==> config.mk <==
export PLATFORM = sky130hd
export DESIGN_NAME = fofir_scatter5_flat
export DESIGN_NICKNAME = d
export VERILOG_FILES = /design/src/rtl/fofir_scatter5_if.sv /design/src/rtl/fofir_scatter5.sv /design/src/flat_wrapper.sv
export SDC_FILE = /design/constraint.sdc
export NUM_CORES = 1
export LEC_CHECK = 0
export ABC_CLOCK_PERIOD_IN_PS = 3200
export BUFFER_PORTS_ARGS = -buffer_cell sky130_fd_sc_hd__buf_2
export CAP_MARGIN = 20
export CORE_ASPECT_RATIO = 1.4
export CORE_MARGIN = 8
export CORE_UTILIZATION = 45
export DETAILED_ROUTE_END_ITERATION = 10
export HOLD_SLACK_MARGIN = 0.15
export PLACE_DENSITY_LB_ADDON = 0.05
export SYNTH_ARGS = -nofsm -noshare
export SYNTH_HDL_FRONTEND = slang
export SYNTH_SLANG_ARGS = --single-unit
==> constraint.sdc <==
create_clock -name clk -period 3.2 [get_ports clk]
set_input_delay 0.48 -clock clk [delete_from_list [all_inputs] [get_ports clk]]
set_output_delay 0.48 -clock clk [all_outputs]
set_load 0.05 [all_outputs]
==> src/rtl/fofir_scatter5_if.sv <==
// fofir_scatter5_if: producer-side stream, five lane drain ports and status
// for the FoFIR 1-to-5 lane distributor.
interface fofir_scatter5_if #(
    parameter int DATA_WIDTH = 16,
    parameter int CNT_WIDTH  = 8
);
    logic                  flush;
    logic [DATA_WIDTH-1:0] in_data;
    logic [2:0]            in_sel;
    logic                  in_valid;
    logic                  in_ready;
    logic [DATA_WIDTH-1:0] out_data0;
    logic [DATA_WIDTH-1:0] out_data1;
    logic [DATA_WIDTH-1:0] out_data2;
    logic [DATA_WIDTH-1:0] out_data3;
    logic [DATA_WIDTH-1:0] out_data4;
    logic [4:0]            out_valid;
    logic [4:0]            out_ready;
    logic                  err_sel;
    logic [CNT_WIDTH-1:0]  drop_cnt;
    logic                  busy;

    // Producer and lane consumers (testbench or surrounding PE logic).
    modport master (
        output flush, in_data, in_sel, in_valid, out_ready,
        input  in_ready, out_data0, out_data1, out_data2, out_data3, out_data4,
        input  out_valid, err_sel, drop_cnt, busy
    );

    // The distributor itself.
    modport slave (
        input  flush, in_data, in_sel, in_valid, out_ready,
        output in_ready, out_data0, out_data1, out_data2, out_data3, out_data4,
        output out_valid, err_sel, drop_cnt, busy
    );
endinterface

==> src/rtl/fofir_scatter5.sv <==
// fofir_scatter5: steers one tagged valid/ready stream into five per-lane
// FIFOs, each drained over its own valid/ready port. Each lane keeps a
// registered copy of its head word so out_data never sees in_data
// combinationally. Destinations 5..7 are swallowed, flagged and counted.
module fofir_scatter5 #(
    parameter int DATA_WIDTH = 16,
    parameter int LANE_DEPTH = 2,
    parameter int CNT_WIDTH  = 8
) (
    input logic             clk,
    input logic             rst_n,
    fofir_scatter5_if.slave bus
);
    localparam int NL = 5;
    localparam int PW = (LANE_DEPTH > 1) ? $clog2(LANE_DEPTH) : 1;
    localparam int OW = $clog2(LANE_DEPTH + 1);

    logic [DATA_WIDTH-1:0] mem_q  [NL][LANE_DEPTH];
    logic [DATA_WIDTH-1:0] head_q [NL];
    logic [DATA_WIDTH-1:0] head_d [NL];
    logic [PW-1:0]         wr_ptr_q [NL];
    logic [PW-1:0]         wr_ptr_d [NL];
    logic [PW-1:0]         rd_ptr_q [NL];
    logic [PW-1:0]         rd_ptr_d [NL];
    logic [OW-1:0]         occ_q [NL];
    logic [OW-1:0]         occ_d [NL];

    logic [NL-1:0]         lane_full;
    logic [NL-1:0]         lane_nempty;
    logic [NL-1:0]         nempty_d;
    logic [NL-1:0]         push_w;
    logic [NL-1:0]         pop_w;
    logic [7:0]            ready_by_sel;
    logic                  in_ready_w;
    logic                  accept_w;
    logic                  drop_w;

    logic                  err_sel_q;
    logic [CNT_WIDTH-1:0]  drop_cnt_q;
    logic                  busy_q;

    function automatic logic [PW-1:0] ptr_inc(input logic [PW-1:0] p);
        return (p == PW'(LANE_DEPTH - 1)) ? '0 : p + PW'(1);
    endfunction

    // Lane status, acceptance and per-lane push/pop strobes.
    always_comb begin
        for (int k = 0; k < NL; k++) begin
            lane_full[k]   = (occ_q[k] == OW'(LANE_DEPTH));
            lane_nempty[k] = (occ_q[k] != '0);
        end
        // Illegal destinations are always accepted so they can be dropped.
        ready_by_sel = {3'b111, ~lane_full};
        in_ready_w   = !bus.flush && ready_by_sel[bus.in_sel];
        accept_w     = bus.in_valid && in_ready_w;
        drop_w       = accept_w && (bus.in_sel > 3'd4);
        for (int k = 0; k < NL; k++) begin
            push_w[k] = accept_w && (bus.in_sel == 3'(k));
            pop_w[k]  = lane_nempty[k] && bus.out_ready[k] && !bus.flush;
        end
    end

    // Next pointers, occupancy and head register for every lane.
    always_comb begin
        for (int k = 0; k < NL; k++) begin
            wr_ptr_d[k] = wr_ptr_q[k];
            rd_ptr_d[k] = rd_ptr_q[k];
            occ_d[k]    = occ_q[k];
            head_d[k]   = head_q[k];
            if (bus.flush) begin
                wr_ptr_d[k] = '0;
                rd_ptr_d[k] = '0;
                occ_d[k]    = '0;
            end else begin
                if (push_w[k]) wr_ptr_d[k] = ptr_inc(wr_ptr_q[k]);
                if (pop_w[k])  rd_ptr_d[k] = ptr_inc(rd_ptr_q[k]);
                case ({push_w[k], pop_w[k]})
                    2'b10:   occ_d[k] = occ_q[k] + OW'(1);
                    2'b01:   occ_d[k] = occ_q[k] - OW'(1);
                    default: occ_d[k] = occ_q[k];
                endcase
                // New word becomes head when the lane is, or is about to be, empty.
                if (push_w[k] && ((occ_q[k] == '0) || (pop_w[k] && (occ_q[k] == OW'(1)))))
                    head_d[k] = bus.in_data;
                else if (pop_w[k] && (occ_q[k] > OW'(1)))
                    head_d[k] = mem_q[k][ptr_inc(rd_ptr_q[k])];
            end
            nempty_d[k] = (occ_d[k] != '0);
        end
    end

    // Lane storage; contents are meaningless until covered by occupancy.
    always_ff @(posedge clk) begin
        for (int k = 0; k < NL; k++) begin
            if (push_w[k]) mem_q[k][wr_ptr_q[k]] <= bus.in_data;
        end
    end

    // Lane pointers, occupancy and head words.
    always_ff @(posedge clk or negedge rst_n) begin
        if (!rst_n) begin
            for (int k = 0; k < NL; k++) begin
                wr_ptr_q[k] <= '0;
                rd_ptr_q[k] <= '0;
                occ_q[k]    <= '0;
                head_q[k]   <= '0;
            end
        end else begin
            for (int k = 0; k < NL; k++) begin
                wr_ptr_q[k] <= wr_ptr_d[k];
                rd_ptr_q[k] <= rd_ptr_d[k];
                occ_q[k]    <= occ_d[k];
                head_q[k]   <= head_d[k];
            end
        end
    end

    // Drop flag, saturating drop counter (survives flush) and busy.
    always_ff @(posedge clk or negedge rst_n) begin
        if (!rst_n) begin
            err_sel_q  <= 1'b0;
            drop_cnt_q <= '0;
            busy_q     <= 1'b0;
        end else begin
            err_sel_q <= drop_w;
            if (drop_w && (drop_cnt_q != {CNT_WIDTH{1'b1}}))
                drop_cnt_q <= drop_cnt_q + CNT_WIDTH'(1);
            busy_q <= |nempty_d;
        end
    end

    assign bus.in_ready  = in_ready_w;
    assign bus.out_valid = lane_nempty;
    assign bus.out_data0 = head_q[0];
    assign bus.out_data1 = head_q[1];
    assign bus.out_data2 = head_q[2];
    assign bus.out_data3 = head_q[3];
    assign bus.out_data4 = head_q[4];
    assign bus.err_sel   = err_sel_q;
    assign bus.drop_cnt  = drop_cnt_q;
    assign bus.busy      = busy_q;
endmodule

==> src/flat_wrapper.sv <==
// flat-port wrapper written by rule: the top's interface ports become plain ports
module fofir_scatter5_flat 
#(
    parameter int DATA_WIDTH = 16,
    parameter int LANE_DEPTH = 2,
    parameter int CNT_WIDTH  = 8
)
  (clk, rst_n, bus_flush, bus_in_data, bus_in_sel, bus_in_valid, bus_out_ready, bus_in_ready, bus_out_data0, bus_out_data1, bus_out_data2, bus_out_data3, bus_out_data4, bus_out_valid, bus_err_sel, bus_drop_cnt, bus_busy);
  fofir_scatter5_if #(.DATA_WIDTH(DATA_WIDTH), .CNT_WIDTH(CNT_WIDTH)) bus_i ();
  input logic clk;
  input logic rst_n;
  input wire logic [$bits(bus_i.flush)-1:0] bus_flush;
  input wire logic [$bits(bus_i.in_data)-1:0] bus_in_data;
  input wire logic [$bits(bus_i.in_sel)-1:0] bus_in_sel;
  input wire logic [$bits(bus_i.in_valid)-1:0] bus_in_valid;
  input wire logic [$bits(bus_i.out_ready)-1:0] bus_out_ready;
  output wire logic [$bits(bus_i.in_ready)-1:0] bus_in_ready;
  output wire logic [$bits(bus_i.out_data0)-1:0] bus_out_data0;
  output wire logic [$bits(bus_i.out_data1)-1:0] bus_out_data1;
  output wire logic [$bits(bus_i.out_data2)-1:0] bus_out_data2;
  output wire logic [$bits(bus_i.out_data3)-1:0] bus_out_data3;
  output wire logic [$bits(bus_i.out_data4)-1:0] bus_out_data4;
  output wire logic [$bits(bus_i.out_valid)-1:0] bus_out_valid;
  output wire logic [$bits(bus_i.err_sel)-1:0] bus_err_sel;
  output wire logic [$bits(bus_i.drop_cnt)-1:0] bus_drop_cnt;
  output wire logic [$bits(bus_i.busy)-1:0] bus_busy;
  assign bus_i.flush = bus_flush;
  assign bus_i.in_data = bus_in_data;
  assign bus_i.in_sel = bus_in_sel;
  assign bus_i.in_valid = bus_in_valid;
  assign bus_i.out_ready = bus_out_ready;
  assign bus_in_ready = bus_i.in_ready;
  assign bus_out_data0 = bus_i.out_data0;
  assign bus_out_data1 = bus_i.out_data1;
  assign bus_out_data2 = bus_i.out_data2;
  assign bus_out_data3 = bus_i.out_data3;
  assign bus_out_data4 = bus_i.out_data4;
  assign bus_out_valid = bus_i.out_valid;
  assign bus_err_sel = bus_i.err_sel;
  assign bus_drop_cnt = bus_i.drop_cnt;
  assign bus_busy = bus_i.busy;
  fofir_scatter5 #(.DATA_WIDTH(DATA_WIDTH), .LANE_DEPTH(LANE_DEPTH), .CNT_WIDTH(CNT_WIDTH)) u_core (.clk(clk), .rst_n(rst_n), .bus(bus_i));
endmodule
==> results.txt, run 1 <==
outcome -> complete, no violations
top post-synthesis cells by area -> edfxtp_1 42%, dfrtp_1 24%, mux2i_1 9.9%
final wirelength -> 26700 um
clk sinks -> 270
input/output buffers -> 123
largest net degree at the start of global routing -> 51
fin area -> 0.0136 mm2
synthesized flop and latch total -> 270
syn nets -> 891
Commonest cells post-synth -> 160 x edfxtp_1, 114 x mux2i_1, 110 x dfrtp_1
post-route setup slack -> 220 ps
Worst setup EP type -> output port
Hold Startpoint -> bus_flush
number of instances in the placed design -> 1276
via/cell ratio -> 5.22
Worst setup SP type -> flip-flop
period utilisation layout -> 0.931
met3 usage -> 0.0266
fin cells -> 1327
r2r startpoint -> u_core.occ_q[2]
WP data required -> 2720 ps
CTS tree -> yes
DIE WIDTH -> 152 um
RR Endpoint -> u_core.bus.busy
headroom to the max-slew limit -> 0.305
Worst-Margin Slew -> 1040 ps
DRT Pass-1 Iters -> 6
Tot GR Track Use -> 0.171
share of the synthesized area in the top cell type -> 0.415
Final GP Congestion -> 0.799
initial antenna violation count -> 0
Power Density -> 749 mW/mm2
initial drt markers -> 360
Max Cap Viol -> 0
dpl ws -> -82.7 ps
Post-CTS Resized -> 0
max-slew violations -> 0
Placement Rows -> 69
via count -> 6929
final core occ -> 0.536
Max rail drop VDD -> 0.469 mV
initial core utilization -> 0.456
Bufs on Longest Clock Path -> 3
Synth area leader -> edfxtp_1
R2R cell count -> 10
first-pass GRT wire length -> 41200 um
top_reg_cell synth -> edfxtp_1
total leakage power -> 5.53 nW
Worst EP arrival -> 2500 ps
Final setup viols -> 0
asr flop ratio synth -> 0.407
TritonCTS buffer count -> 27
DR DRC count -> 0
Routed WL per cell -> 20.1 um
Ant. Diodes -> 0
DP HPWL -> 17100 um
Detail Route Antenna Nets -> 0
Final #Nets -> 1039
Final min period -> 2980 ps
count of different cell masters after synthesis -> 47
GR Util met1 -> 0.214
hold path depth -> 3
vias in the first global route -> 7274
dominant cell by count in the synthesized netlist -> edfxtp_1
worst hold path type -> input pin to flip-flop
RSZ-0062 raised after global routing -> no
total grt overflow -> 0
die height -> 206 um
achievable frequency -> 0.336 GHz
Worst Path Class, Setup -> flip-flop to output port
Worst Skew -> 21.4 ps
Die ar. -> 0.0312 mm2
Mapped Cells -> 839
critical-path maximum fanout -> 4
Post-synth EDFFs -> 160
syn avg cell area -> 13.8 um2
Final Hold Vio Count -> 0
Fin Hold WS -> 323 ps
fraction of layout cells with a size suffix above 1 -> 0.260
synthesized area -> 0.0116 mm2
WHS Endpoint -> u_core.rd_ptr_q[0]
global route hottest layer -> met2
Syn. warnings -> 0
Clk Latency, worst-skew pair -> 530 ps
htree depth -> 1
core region area -> 0.0254 mm2
Top-Level Pins -> 124
Area Overhead vs Synth -> 17.6%
worst reg-to-reg setup slack -> 220 ps
placed standard-cell area -> 0.0127 mm2
met2 Track Usage GR -> 0.303
Root Buffer -> clkbuf_16
register area share after synthesis -> 0.653
Clk pin slew, worst setup/hold paths -> 60 ps
==> report_power, final <==
part	switching [W]	internal (W)
Combinational	0.00192	0.000675
Sequential	0.000255	0.00408
Clock	0.00132	0.00196
==> layout make-up <==
cell class | instances | area (um2)
Tap cell | 319 | 399
Fill cell | 2177 | 11800
Inverter | 56 | 210
Timing Repair Buffer | 154 | 873
Clock buffer | 36 | 779
Multi-Input combinational cell | 478 | 3640
Sequential cell | 270 | 7560
Clock inverter | 14 | 158
==> registers in the layout, indices dropped and copies added, names as in the netlist, 8 cells and up <==
signal,count
u_core.bus.drop_cnt,8
u_core.bus.out_data0,16
u_core.bus.out_data1,16
u_core.bus.out_data2,16
u_core.bus.out_data3,16
u_core.bus.out_data4,16
u_core.mem_q,160
u_core.occ_q,10
==> metrics by stage <==
stage	power [W]	TNS, ps
finish	0.0102	0
global placement	0.00698	0
CTS	0.0103	0
global route	0.0106	0
detailed placement	0.00704	-82.7
floorplan	0.00630	0
==> timing repair <==
| action | in CTS | in global routing |
|---|---|---|
| setup buffers | 0 | 0 |
| hold buffers | 1 | 0 |
| endpoints found under the hold margin | 48 | 0 |
==> layout by cell type, fill, tap and decap left out, types with 2 or more instances in the layout <==
cell       Yosys  final
o21ai_0       84     84
nor3_1         2      2
mux2_2        39     39
xor2_1         4      4
buf_4          0     29
o21ai_2        3      3
or4_1          3      3
nand2_1       89     89
edfxtp_1     160    160
buf_2          9    122
nand4_1        2      2
xnor2_1       15     15
a211oi_1       9      9
nor2b_1       10     10
clkbuf_1      22      2
bufinv_16      0      3
ha_1          24     24
clkinv_2       0      6
mux2i_1      114    114
a211o_1        2      2
dfrtp_1      110    110
clkbuf_8       0      7
and3_1         2      2
nand2b_1       3      3
nand3b_1       6      6
nor2_1        24     24
nor3b_1        5      5
inv_6          0      2
a21oi_1        4      4
inv_1         56     56
and3b_1        3      3
mux2_4        10     10
clkbuf_16      0     27
and2_1         5      5
==> how the worst max path moves through the flow <==
stage / start / end / slack, ps
after floorplan: bus_in_sel[1] / u_core.mem_q[0][16] / 120
after global placement: bus_flush / u_core.bus.busy / 80
after detailed placement: bus_flush / u_core.bus.busy / -80
after CTS: u_core.occ_q[8] / bus_in_ready / 190
after global routing: u_core.occ_q[2] / u_core.bus.busy / 70
final: u_core.occ_q[8] / bus_in_ready / 220
==> routing by layer <==
metal	vias to the layer above	wire [um]
met5	-	0
met4	0	473
met3	39	1240
met2	150	13600
met1	3464	11400
li1	3276	-
==> critical path, cell delays in order (launching register included) <==
cell	delay [ps]
dfrtp_1	360
inv_1	90
ha_1	290
mux4_2	500
nor2b_1	150
a311oi_1	260
buf_2	320
==> cell families after synthesis <==
| kind of cell | synth area share |
|---|---|
| adder cells (fa/ha/maj) | 0.0259 |
| XOR/XNOR | 0.0144 |
| buffers and inverters | 0.0332 |
| AND/OR/NAND/NOR | 0.0676 |
| multiplexers | 0.151 |
| flip-flops | 0.653 |
| AO/OA/AOI/OAI | 0.0545 |
No activity file was read; power rests on OpenSTA's default activity.
==> inputs of run 2 (changes only) <==
==> constraint.sdc (replaced) <==
create_clock -name clk -period 3.2 [get_ports clk]
set_input_delay 0 -clock clk [delete_from_list [all_inputs] [get_ports clk]]
set_output_delay 0 -clock clk [all_outputs]
set_load 0.05 [all_outputs]
==> run 2 against run 1 <==
Effect of this change:
- sequential share of layout area shrank 0.92 points
- clock-buffer cell count fell by 3
- clock skew fell by 13 ps
- routed wire length up 1.2%
- die area unchanged
- via count grew 0.85%
- register-to-register slack lost 60 ps
- first-iteration DRC count down 13%
- largest cell class unchanged
- largest power group unchanged
==> results.txt, run 2 (synthesis gave the netlist of run 1 again) <==
fin area -> 0.0138 mm2 (+1.7%)
die height -> 206 um (unchanged)
Top-Level Pins -> 124 (unchanged)
CP endpoint -> u_core.bus.busy
Detail Route Antenna Nets -> 0 (unchanged)
WP depth -> 11 (+5)
Critical path origin -> u_core.occ_q[0]
Tot GR Track Use -> 0.172 (+0.000630)
RSZ-0062 raised after global routing -> no
R2R cell count -> 11 (+1)
placed standard-cell area -> 0.0125 mm2 (-1.2%)
Bufs on Longest Clock Path -> 3 (unchanged)
final wirelength -> 27000 um (+1.2%)
CTS tree -> yes
total grt overflow -> 0 (unchanged)
Final #Nets -> 1060 (+2.0%)
input/output buffers -> 123 (unchanged)
RR Endpoint -> u_core.bus.busy
CP max stage delay -> 460 ps (-40 ps)
fraction of layout cells with a size suffix above 1 -> 0.241 (-0.0187)
max-slew violations -> 0 (unchanged)
core region area -> 0.0254 mm2 (unchanged)
clk sinks -> 270 (unchanged)
critical-path cell list -> inv_1 -> ha_1 -> or3_1 -> nor2_4 -> inv_1 -> ha_1 -> nor2b_1 -> a211oi_1 -> a211oi_1 -> or4_1 -> or4_1
leading cell type in the layout, fill and taps excluded -> edfxtp_1
critical-path maximum fanout -> 4 (unchanged)
Worst setup SP type -> flip-flop
Final setup viols -> 0 (unchanged)
htree depth -> 1 (unchanged)
vias in the first global route -> 7289 (+0.21%)
Worst EP arrival -> 3430 ps (+930 ps)
total leakage power -> 5.59 nW (+1.1%)
Placement Rows -> 69 (unchanged)
r2r startpoint -> u_core.occ_q[0]
Area Overhead vs Synth -> 19.6%
DIE WIDTH -> 152 um (unchanged)
Die ar. -> 0.0312 mm2 (unchanged)
via/cell ratio -> 5.19 (-0.65%)
first-pass GRT wire length -> 41100 um (-0.30%)
Worst Skew -> 8.10 ps (-13.3 ps)
Final GP Congestion -> 0.800 (+0.16%)
worst hold path type -> input pin to flip-flop
worst reg-to-reg setup slack -> 160 ps (-60 ps)
Clk Latency, worst-skew pair -> 520 ps (about the same)
most frequent cells in the layout -> 160 x edfxtp_1, 122 x buf_2, 114 x mux2i_1
Max Cap Viol -> 0 (unchanged)
initial drt markers -> 313 (-13%)
largest net degree at the start of global routing -> 40 (-22%)
dpl ws -> 96.4 ps (+179 ps)
WP data required -> 3590 ps (+870 ps)
Power Density -> 734 mW/mm2 (-2.1%)
CP bufs+invs -> 2 (unchanged)
Clk pin slew, worst setup/hold paths -> 70 ps (about the same)
Max rail drop VDD -> 0.502 mV (+7.1%)
DP HPWL -> 17000 um (-0.90%)
initial core utilization -> 0.456 (unchanged)
Worst-Margin Slew -> 1030 ps (-13.0 ps)
Worst setup EP type -> flip-flop
period utilisation layout -> 0.951 (+0.0198)
setup TNS -> 0 ps (unchanged)
Ant. Diodes -> 0 (unchanged)
achievable frequency -> 0.329 GHz (-2.1%)
via count -> 6988 (+0.85%)
DR DRC count -> 0 (unchanged)
Root Buffer -> clkbuf_16
Worst Path Class, Setup -> flip-flop to flip-flop
cell family with most CP delay -> simple AND/OR/NAND/NOR gates
initial antenna violation count -> 0 (unchanged)
Largest register FFs -> 160 (unchanged)
outcome -> complete, no violations
Routed WL per cell -> 20.0 um (-0.31%)
TritonCTS buffer count -> 27 (unchanged)
Hold Startpoint -> bus_in_data[0]
Final min period -> 3040 ps (+63.4 ps)
DRT Pass-1 Iters -> 4 (-2)
Final Hold Vio Count -> 0 (unchanged)
headroom to the max-slew limit -> 0.314 (+0.00867)
post-route setup slack -> 157 ps (-63.4 ps)
Max stage delay cell, worst path -> or4_1
## run 2: stage by stage
step	instances	utilization	hold slack (ps)	power [W]
3_3_place_gp	1259	0.493	44.2	0.00696
2_1_floorplan	839	-	-296	0.00630
4_1_cts	1344	0.544	450	0.0103
6_report	1347	0.545	470	0.0102
3_5_place_dp	1259	0.493	57.5	0.00702
5_1_grt	1347	0.545	458	0.0106
## run 2: worst min path at each step
stage | end | slack, ps | cells after the start
CTS | u_core.mem_q[0][144] | 450 | 2
finish | u_core.mem_q[0][80] | 470 | 2
detailed placement | u_core.bus.out_data0[15] | 60 | 1
global route | u_core.mem_q[0][144] | 460 | 2
global placement | u_core.bus.out_data0[12] | 40 | 1
floorplan | u_core.bus.busy | -300 | 0
## run 2: area by class of cell
type | instances | area, um2
fill | 2171 | 11500
clock buffer | 33 | 739
tap | 319 | 399
inverter | 56 | 210
timing repair buffer | 175 | 1120
multi-input combinational | 478 | 3650
sequential | 270 | 7560
clock inverter | 16 | 175
## run 2: per-layer routing
layer  GRT usage  up-vias  wire [um]
met2       0.303      141      13700
li1            -     3317          -
met3      0.0273       28       1200
met1       0.215     3502      11600
met4      0.0418        0        494
met5           0        -          0
## run 2: timing repair
| item | in CTS | in global routing |
|---|---|---|
| gates resized for setup | 0 | 2 |
| hold buffers | 36 | 0 |
| setup buffers | 0 | 3 |
| endpoints found under the setup margin | 0 | 1 |
| hold endpoints to repair | 335 | 0 |
## run 2: power breakdown
group / leakage [nW] / internal [W] / switching [W]
Sequential: 2.79 / 0.00408 / 0.000255
Clock: 0.436 / 0.00189 / 0.00132
Combinational: 2.36 / 0.000698 / 0.00192
Total: 5.59 / 0.00667 / 0.00349
